### src/rtl/rv32i_types.sv
// Shared types for the branch predictor: 2-bit counter states and update rule.
package rv32i_types;

  localparam int unsigned PC_W   = 32;
  localparam int unsigned STAT_W = 32;

  typedef enum logic [1:0] {
    SNT = 2'b00,
    WNT = 2'b01,
    WT  = 2'b10,
    ST  = 2'b11
  } bht_state_t;

  // Saturating step: taken moves toward ST, not-taken toward SNT.
  function automatic bht_state_t bht_next(input bht_state_t s, input logic taken);
    if (taken) begin
      return (s == ST) ? ST : bht_state_t'(2'(s) + 2'd1);
    end
    return (s == SNT) ? SNT : bht_state_t'(2'(s) - 2'd1);
  endfunction

endpackage

### src/rtl/bht_array.sv
// Branch history table storage: one combinational read port, one
// read-modify-write update port, asynchronous reset of every entry to WNT.
module bht_array
  import rv32i_types::*;
#(
  parameter int unsigned IDX_BITS = 5
) (
  input  logic                clk,
  input  logic                rst_n,
  input  logic [IDX_BITS-1:0] rd_idx,
  output bht_state_t          rd_state_c,
  input  logic                wr_en,
  input  logic [IDX_BITS-1:0] wr_idx,
  input  logic                wr_taken
);

  localparam int unsigned ENTRIES = 1 << IDX_BITS;

  bht_state_t mem [ENTRIES];

  // Counter storage; the update reads the old entry and writes its saturated step.
  always_ff @(posedge clk or negedge rst_n) begin
    if (!rst_n) begin
      for (int unsigned i = 0; i < ENTRIES; i++) begin
        mem[i] <= WNT;
      end
    end else if (wr_en) begin
      mem[wr_idx] <= bht_next(mem[wr_idx], wr_taken);
    end
  end

  // Lookup sees the pre-update value; no write-to-read bypass.
  assign rd_state_c = mem[rd_idx];

endmodule

### src/rtl/branch_predictor.sv
// Bimodal branch predictor: 2-bit counter table, mispredict pulse and statistics.
module branch_predictor
  import rv32i_types::*;
#(
  parameter int unsigned IDX_BITS = 5
) (
  input  logic              clk,
  input  logic              rst_n,
  input  logic [PC_W-1:0]   fetch_pc,
  output logic              pred_taken,
  input  logic              upd_valid,
  input  logic [PC_W-1:0]   upd_pc,
  input  logic              upd_taken,
  input  logic              upd_pred,
  output logic              mispredict,
  output logic [STAT_W-1:0] stat_branches,
  output logic [STAT_W-1:0] stat_mispredicts
);

  logic [IDX_BITS-1:0] fetch_idx;
  logic [IDX_BITS-1:0] upd_idx;
  bht_state_t          fetch_state;
  logic                unused_pc_bits;

  // Word-aligned PC bits select the table entry.
  assign fetch_idx = fetch_pc[IDX_BITS+1:2];
  assign upd_idx   = upd_pc[IDX_BITS+1:2];

  // PC bits outside the index field do not affect prediction.
  assign unused_pc_bits = ^{fetch_pc[PC_W-1:IDX_BITS+2], fetch_pc[1:0],
                            upd_pc[PC_W-1:IDX_BITS+2], upd_pc[1:0]};

  bht_array #(.IDX_BITS(IDX_BITS)) u_bht (
    .clk        (clk),
    .rst_n      (rst_n),
    .rd_idx     (fetch_idx),
    .rd_state_c (fetch_state),
    .wr_en      (upd_valid),
    .wr_idx     (upd_idx),
    .wr_taken   (upd_taken)
  );

  // Upper counter bit is the predicted direction.
  assign pred_taken = fetch_state[1];

  // Mispredict pulse and free-running (wrapping) statistics.
  always_ff @(posedge clk or negedge rst_n) begin
    if (!rst_n) begin
      mispredict       <= 1'b0;
      stat_branches    <= '0;
      stat_mispredicts <= '0;
    end else begin
      mispredict <= upd_valid & (upd_taken ^ upd_pred);
      if (upd_valid) begin
        stat_branches <= stat_branches + STAT_W'(1);
        if (upd_taken != upd_pred) begin
          stat_mispredicts <= stat_mispredicts + STAT_W'(1);
        end
      end
    end
  end

endmodule

### config.mk
export PLATFORM = sky130hd
export DESIGN_NAME = branch_predictor
export DESIGN_NICKNAME = d
export VERILOG_FILES = /design/src/rtl/rv32i_types.sv /design/src/rtl/bht_array.sv /design/src/rtl/branch_predictor.sv
export SDC_FILE = /design/constraint.sdc
export NUM_CORES = 1
export LEC_CHECK = 0
export ABC_AREA = 1
export ABC_CLOCK_PERIOD_IN_PS = 2700
export CORE_MARGIN = 2
export CORE_UTILIZATION = 45
export DETAILED_ROUTE_END_ITERATION = 7
export GPL_ROUTABILITY_DRIVEN = 0
export PLACE_DENSITY = 0.68
export SLEW_MARGIN = 15
export SYNTH_ARGS = -nofsm -noshare
export SYNTH_HDL_FRONTEND = slang
export SYNTH_SLANG_ARGS = --single-unit
### constraint.sdc
create_clock -name clk -period 2.7 [get_ports clk]
set_input_delay 0.54 -clock clk [delete_from_list [all_inputs] [get_ports clk]]
set_output_delay 0.54 -clock clk [all_outputs]
set_load 0.01 [all_outputs]
# == Word-level counts from Yosys, hierarchy flattened ==
# Index checks and enable logic that the tools add are counted.
# Widths: inputs -> output; s select.
# word_totals
reg_bits,129
latch_bits,0
mem_bits_rw,0
rom_bits,0
in_bits,69
out_inout_bits,66
wordCells,67
memories,0
# op_classes
add_sub_neg,4
n_mul,0
div,0
n_lt_le_gt_ge,3
eq_ne,2
shift,0
n_mux,16
bitwise,4
reduce_logical,3
# op_table
cell,count
$add 32x1->32 const B,2
$bwmux 64,1
$bmux 2 s5,2
$mux 2,10
$ge 6x6->1 const B,2
$not 5->6,2
$demux 2 s5,1
$lt 6x1->1 const B,1
$add 2x1->2 const B,1
$eq 2x2->1 const B,1
$logic_not 2->1,1
$mux 1,2
$reduce_and 2->1,1
$sub 2x1->2 const B,1
$and 1x1->1,1
$logic_and 1x1->1,1
$ne 1x1->1,1
$xor 1x1->1,1

# == Depth between registers and ports, before layout ==
# depth
ltp_word,10
ltp_mapped,16
depth_no_buf,14

# == Hierarchy ==
# Synthesis repeated with hierarchy kept, for this count alone.
# unflattened
cells_unflattened,1118
area_unflattened_um2,7697.4
# by_module_without_submodules
module,n_inst,cells_per_inst,area_per_inst_um2,seq_area_each_um2
bht_array,1,663,4187.8,1641.6
branch_predictor,1,455,3509.6,1626.6

# == Worst setup path after synthesis ==
# No wires, ideal clock.
# synth_path
kind,in2out
start,input port fetch_pc[2]
end,output port pred_taken
arrival_time_ps,1457
required_ps,2160
setup_slack_ps,703
path_stages,8
path_buffers,1
cell_sequence,inv_1 > clkbuf_1 > nor2_1 > o22ai_1 > nor2_1 > o21ai_0 > nand2_1 > nand2_1
# synth_via
elab_chain_len,4
# synth_rtl
item,line_no,text
from (decl),branch_predictor.sv:9,"input logic [PC_W-1:0] fetch_pc,"
$not 5->6 (implied by the code),bht_array.sv:33,assign rd_state_c = mem[rd_idx];
$bmux 2 s5,bht_array.sv:33,
$mux 2 (implied by the code) (2 in series),bht_array.sv:33,
to (decl),branch_predictor.sv:10,"output logic pred_taken,"
# Every way passes these cells. The select of a mux whose other input is x is not followed.

# == Worst setup path after layout ==
# Same ends and word-level chain as after synthesis.

==> results.sh <==
export IMPL_status="complete, no violations"
export IMPL_cp_slowest_cell="dlygate4sd2_1"
export IMPL_cts_setup_buffers=0
export IMPL_antenna_found_initial=0
export IMPL_fin_util_pct=58.76
export IMPL_slew_headroom_pct=58.86
export IMPL_crit_top_cell="nand2_1"
export IMPL_p_leak_nw=4.468
export IMPL_cts_tree="done"
export IMPL_dieWidth_um=129.6
export IMPL_finalMaxSlewViolations=0
export IMPL_nNetsFinal=1170
export IMPL_dr_pass1_iters=5
export IMPL_yosys_warnings=0
export IMPL_ant_nets=0
export IMPL_crit_chain="dlygate4sd2_1 -> inv_1 -> buf_4 -> nor2_1 -> o22ai_1 -> o21ai_0 -> o21ai_1 -> nand2_1 -> nand2_1 -> dlymetal6s2s_1"
export IMPL_timing_final_crit_share_pct=87.38
export IMPL_clock_path_buffers=2
export IMPL_drc=0
export IMPL_grt_use_total_pct=23.44
export IMPL_synthArstFlopShare_pct=100.0
export IMPL_yosysSeqAreaShare_pct=46.04
export IMPL_fin_skew_ps=7.634
export IMPL_crit_arrival_ps=1820
export IMPL_routedWlPerCell_um=14.03
export IMPL_hold_path_class="primary input to asynchronous set/reset pin"
export IMPL_synth_area_per_cell_sq_um=7.184
export IMPL_fin_crit_ps=2359
export IMPL_drtIter0Drc=511
export IMPL_crit_path_end_kind="primary output"
export IMPL_mostFrequentLayoutCell="nand2_1"
export IMPL_total_power_w=0.005996
export IMPL_synth_seq_cells=129
export IMPL_mostFrequentLayoutCells="420 x nand2_1, 104 x inv_1, 97 x nor2_1, 97 x dfrtp_1, 76 x clkdlybuf4s50_1"
export IMPL_worst_path_largest_cell_delay_ps=270
export IMPL_rsz0062_at_grt="false"
export IMPL_clock_root_buffer="clkbuf_16"
export IMPL_design_area_sq_mm=0.008999
export IMPL_start_util_pct=46.35
export IMPL_core_sq_mm=0.01531
export IMPL_startpoint_type="primary input"
export IMPL_std_cell_rows=45
export IMPL_dp_hpwl_um=12960
export IMPL_synthFlopType="dfrtp_1"
export IMPL_grt_max_degree=58
export IMPL_synth_distinct_cells=29
export IMPL_syn2layout_area_growth_pct=26.78
export IMPL_grt_pass1_wl_um=30780
export IMPL_clock_sinks=129
export IMPL_gr_total_overflow=0
export IMPL_powerDensity_mw_per_mm2=666.3
export IMPL_htreeDepth=4
export IMPL_netlist_area_sq_mm=0.007098
export IMPL_wl_um=18560
export IMPL_die_y_um=129.6
export IMPL_max_freq_ghz=0.4238
export IMPL_worstSetupPathType="primary input to primary output"
export IMPL_ios=135
export IMPL_hold_violations=0
export IMPL_drt_vias_per_instance=4.974
export IMPL_worst_slack_ps=340.6
export IMPL_tightest_slew_ps=616.4
export IMPL_clk_pin_slew_ps=60
export IMPL_drv_cap=0
export IMPL_die_area_sq_mm=0.01679
export IMPL_critPathRequiredTime_ps=2160
export IMPL_drive_above_1_share_pct=9.442
export IMPL_synth_nets=1059
export IMPL_ir_drop_mv=0.4862
export IMPL_cp_max_fo=9
export IMPL_portBuffers=80
export IMPL_setup_viol=0
export IMPL_routed_via_count=6580
export IMPL_cts_made_buffers=17
export IMPL_cts_hold_buf=0
export IMPL_synth_edf_count=0
export IMPL_syn_inst=988
export IMPL_grt_pass1_vias=6281
export IMPL_insertedDiodeCount=0
export IMPL_dp_slack_ps=-247.1
export IMPL_clock_latency_ps=430
export IMPL_placed_area_sq_mm=0.008356
[layout make-up]
class | count | area, sq um
inverters | 107 | 401.6
repair buffers | 113 | 1104
clock inverters | 12 | 182.7
well taps | 211 | 264.0
flip-flops and latches | 129 | 3268
clock buffers | 20 | 456.7
fillers | 1441 | 6316
multi-input cells | 731 | 3322
[per-layer routing]
| metal | vias to the layer above | GRT usage (%) | share of wire (%) |
|---|---|---|---|
| met3 | 24 | 6.565 | 5.8 |
| met5 | - | 0 | 0 |
| met2 | 169 | 36.31 | 45 |
| met4 | 0 | 7.527 | 1.3 |
| li1 | 3290 | - | - |
| met1 | 3097 | 31.96 | 48 |
[registers in the layout, indices dropped and copies added (netlist names)]
| register | count |
|---|---|
| stat_mispredicts | 32 |
| u_bht.mem | 64 |
| stat_branches | 32 |
| mispredict | 1 |
[metrics by stage]
| step | cells | hold slack [ps] | setup TNS [ps] |
|---|---|---|---|
| 4_1_cts | 1323 | 84.53 | 0 |
| 3_5_place_dp | 1291 | 456.4 | -247.1 |
| 2_1_floorplan | 988 | 244.4 | 0 |
| 6_report | 1323 | 64.83 | 0 |
| 5_1_grt | 1323 | 103.8 | 0 |
| 3_3_place_gp | 1291 | 452.4 | -261.8 |
[path summary, 6_finish.rpt]
kind	from	end	slack, ps	depth (start not counted)
min in group clk	u_bht.mem[16]$_DFFE_PN1P_	u_bht.mem[16]$_DFFE_PN1P_	470	2
min	rst_n	u_bht.mem[19]$_DFFE_PN0P_	60	1
max in group asynchronous	rst_n	u_bht.mem[2]$_DFFE_PN1P_	1890	2
min reg2reg	u_bht.mem[16]$_DFFE_PN1P_	u_bht.mem[16]$_DFFE_PN1P_	470	2
max	fetch_pc[2]	pred_taken	340	10
max reg2reg	stat_mispredicts[8]$_DFFE_PN0P_	stat_mispredicts[19]$_DFFE_PN0P_	760	8
[Yosys cell counts, types with 2 or more instances]
master | number | area, sq um
nand3_2 | 2 | 20.02
xor2_1 | 38 | 332.8
clkbuf_1 | 4 | 15.01
inv_2 | 2 | 7.510
nand4_1 | 17 | 106.4
nand3_1 | 62 | 310.3
nand2_1 | 420 | 1577
buf_4 | 4 | 30.03
buf_2 | 10 | 50.05
buf_1 | 3 | 11.26
ha_1 | 2 | 25.02
xnor2_1 | 20 | 175.2
nor2_1 | 97 | 364.1
o221ai_1 | 6 | 52.55
nor4_1 | 5 | 31.28
nor2_2 | 2 | 12.51
dfstp_2 | 32 | 840.8
inv_1 | 105 | 394.1
o22ai_1 | 2 | 12.51
nor3_1 | 30 | 150.1
o21ai_0 | 21 | 105.1
dfrtp_1 | 97 | 2427
[report_power, final]
part	leakage [nW]	total, W	switching (W)	internal, W
Combinational	2.55	0.00103	0.000575	0.000459
Sequential	1.61	0.00248	0.000244	0.00223
Clock	0.314	0.00249	0.000888	0.00160
[cell families (layout without fill, tap and decap cells)]
kind of cell	Yosys count	count (layout)	share of synthesized area, %
AND/OR/NAND/NOR	640	640	36.70
flip-flops	129	129	46.04
buffers and inverters	128	252	7.157
XOR/XNOR	58	58	7.157
AO/OA/AOI/OAI	31	31	2.591
adder cells (fa/ha/maj)	2	2	0.3525
[critical path: cells and delay by family]
kind                   cells  cell delay, ps
buffers and inverters      4             650
AO/OA/AOI/OAI              3             450
AND/OR/NAND/NOR            3             180
[what timing repair did]
item | 4_1_cts | 5_1_grt
resized for setup | 5 | 1
setup endpoints to repair | 1 | 1
pin swaps | 0 | 1
(Power assumes the default switching activity.)
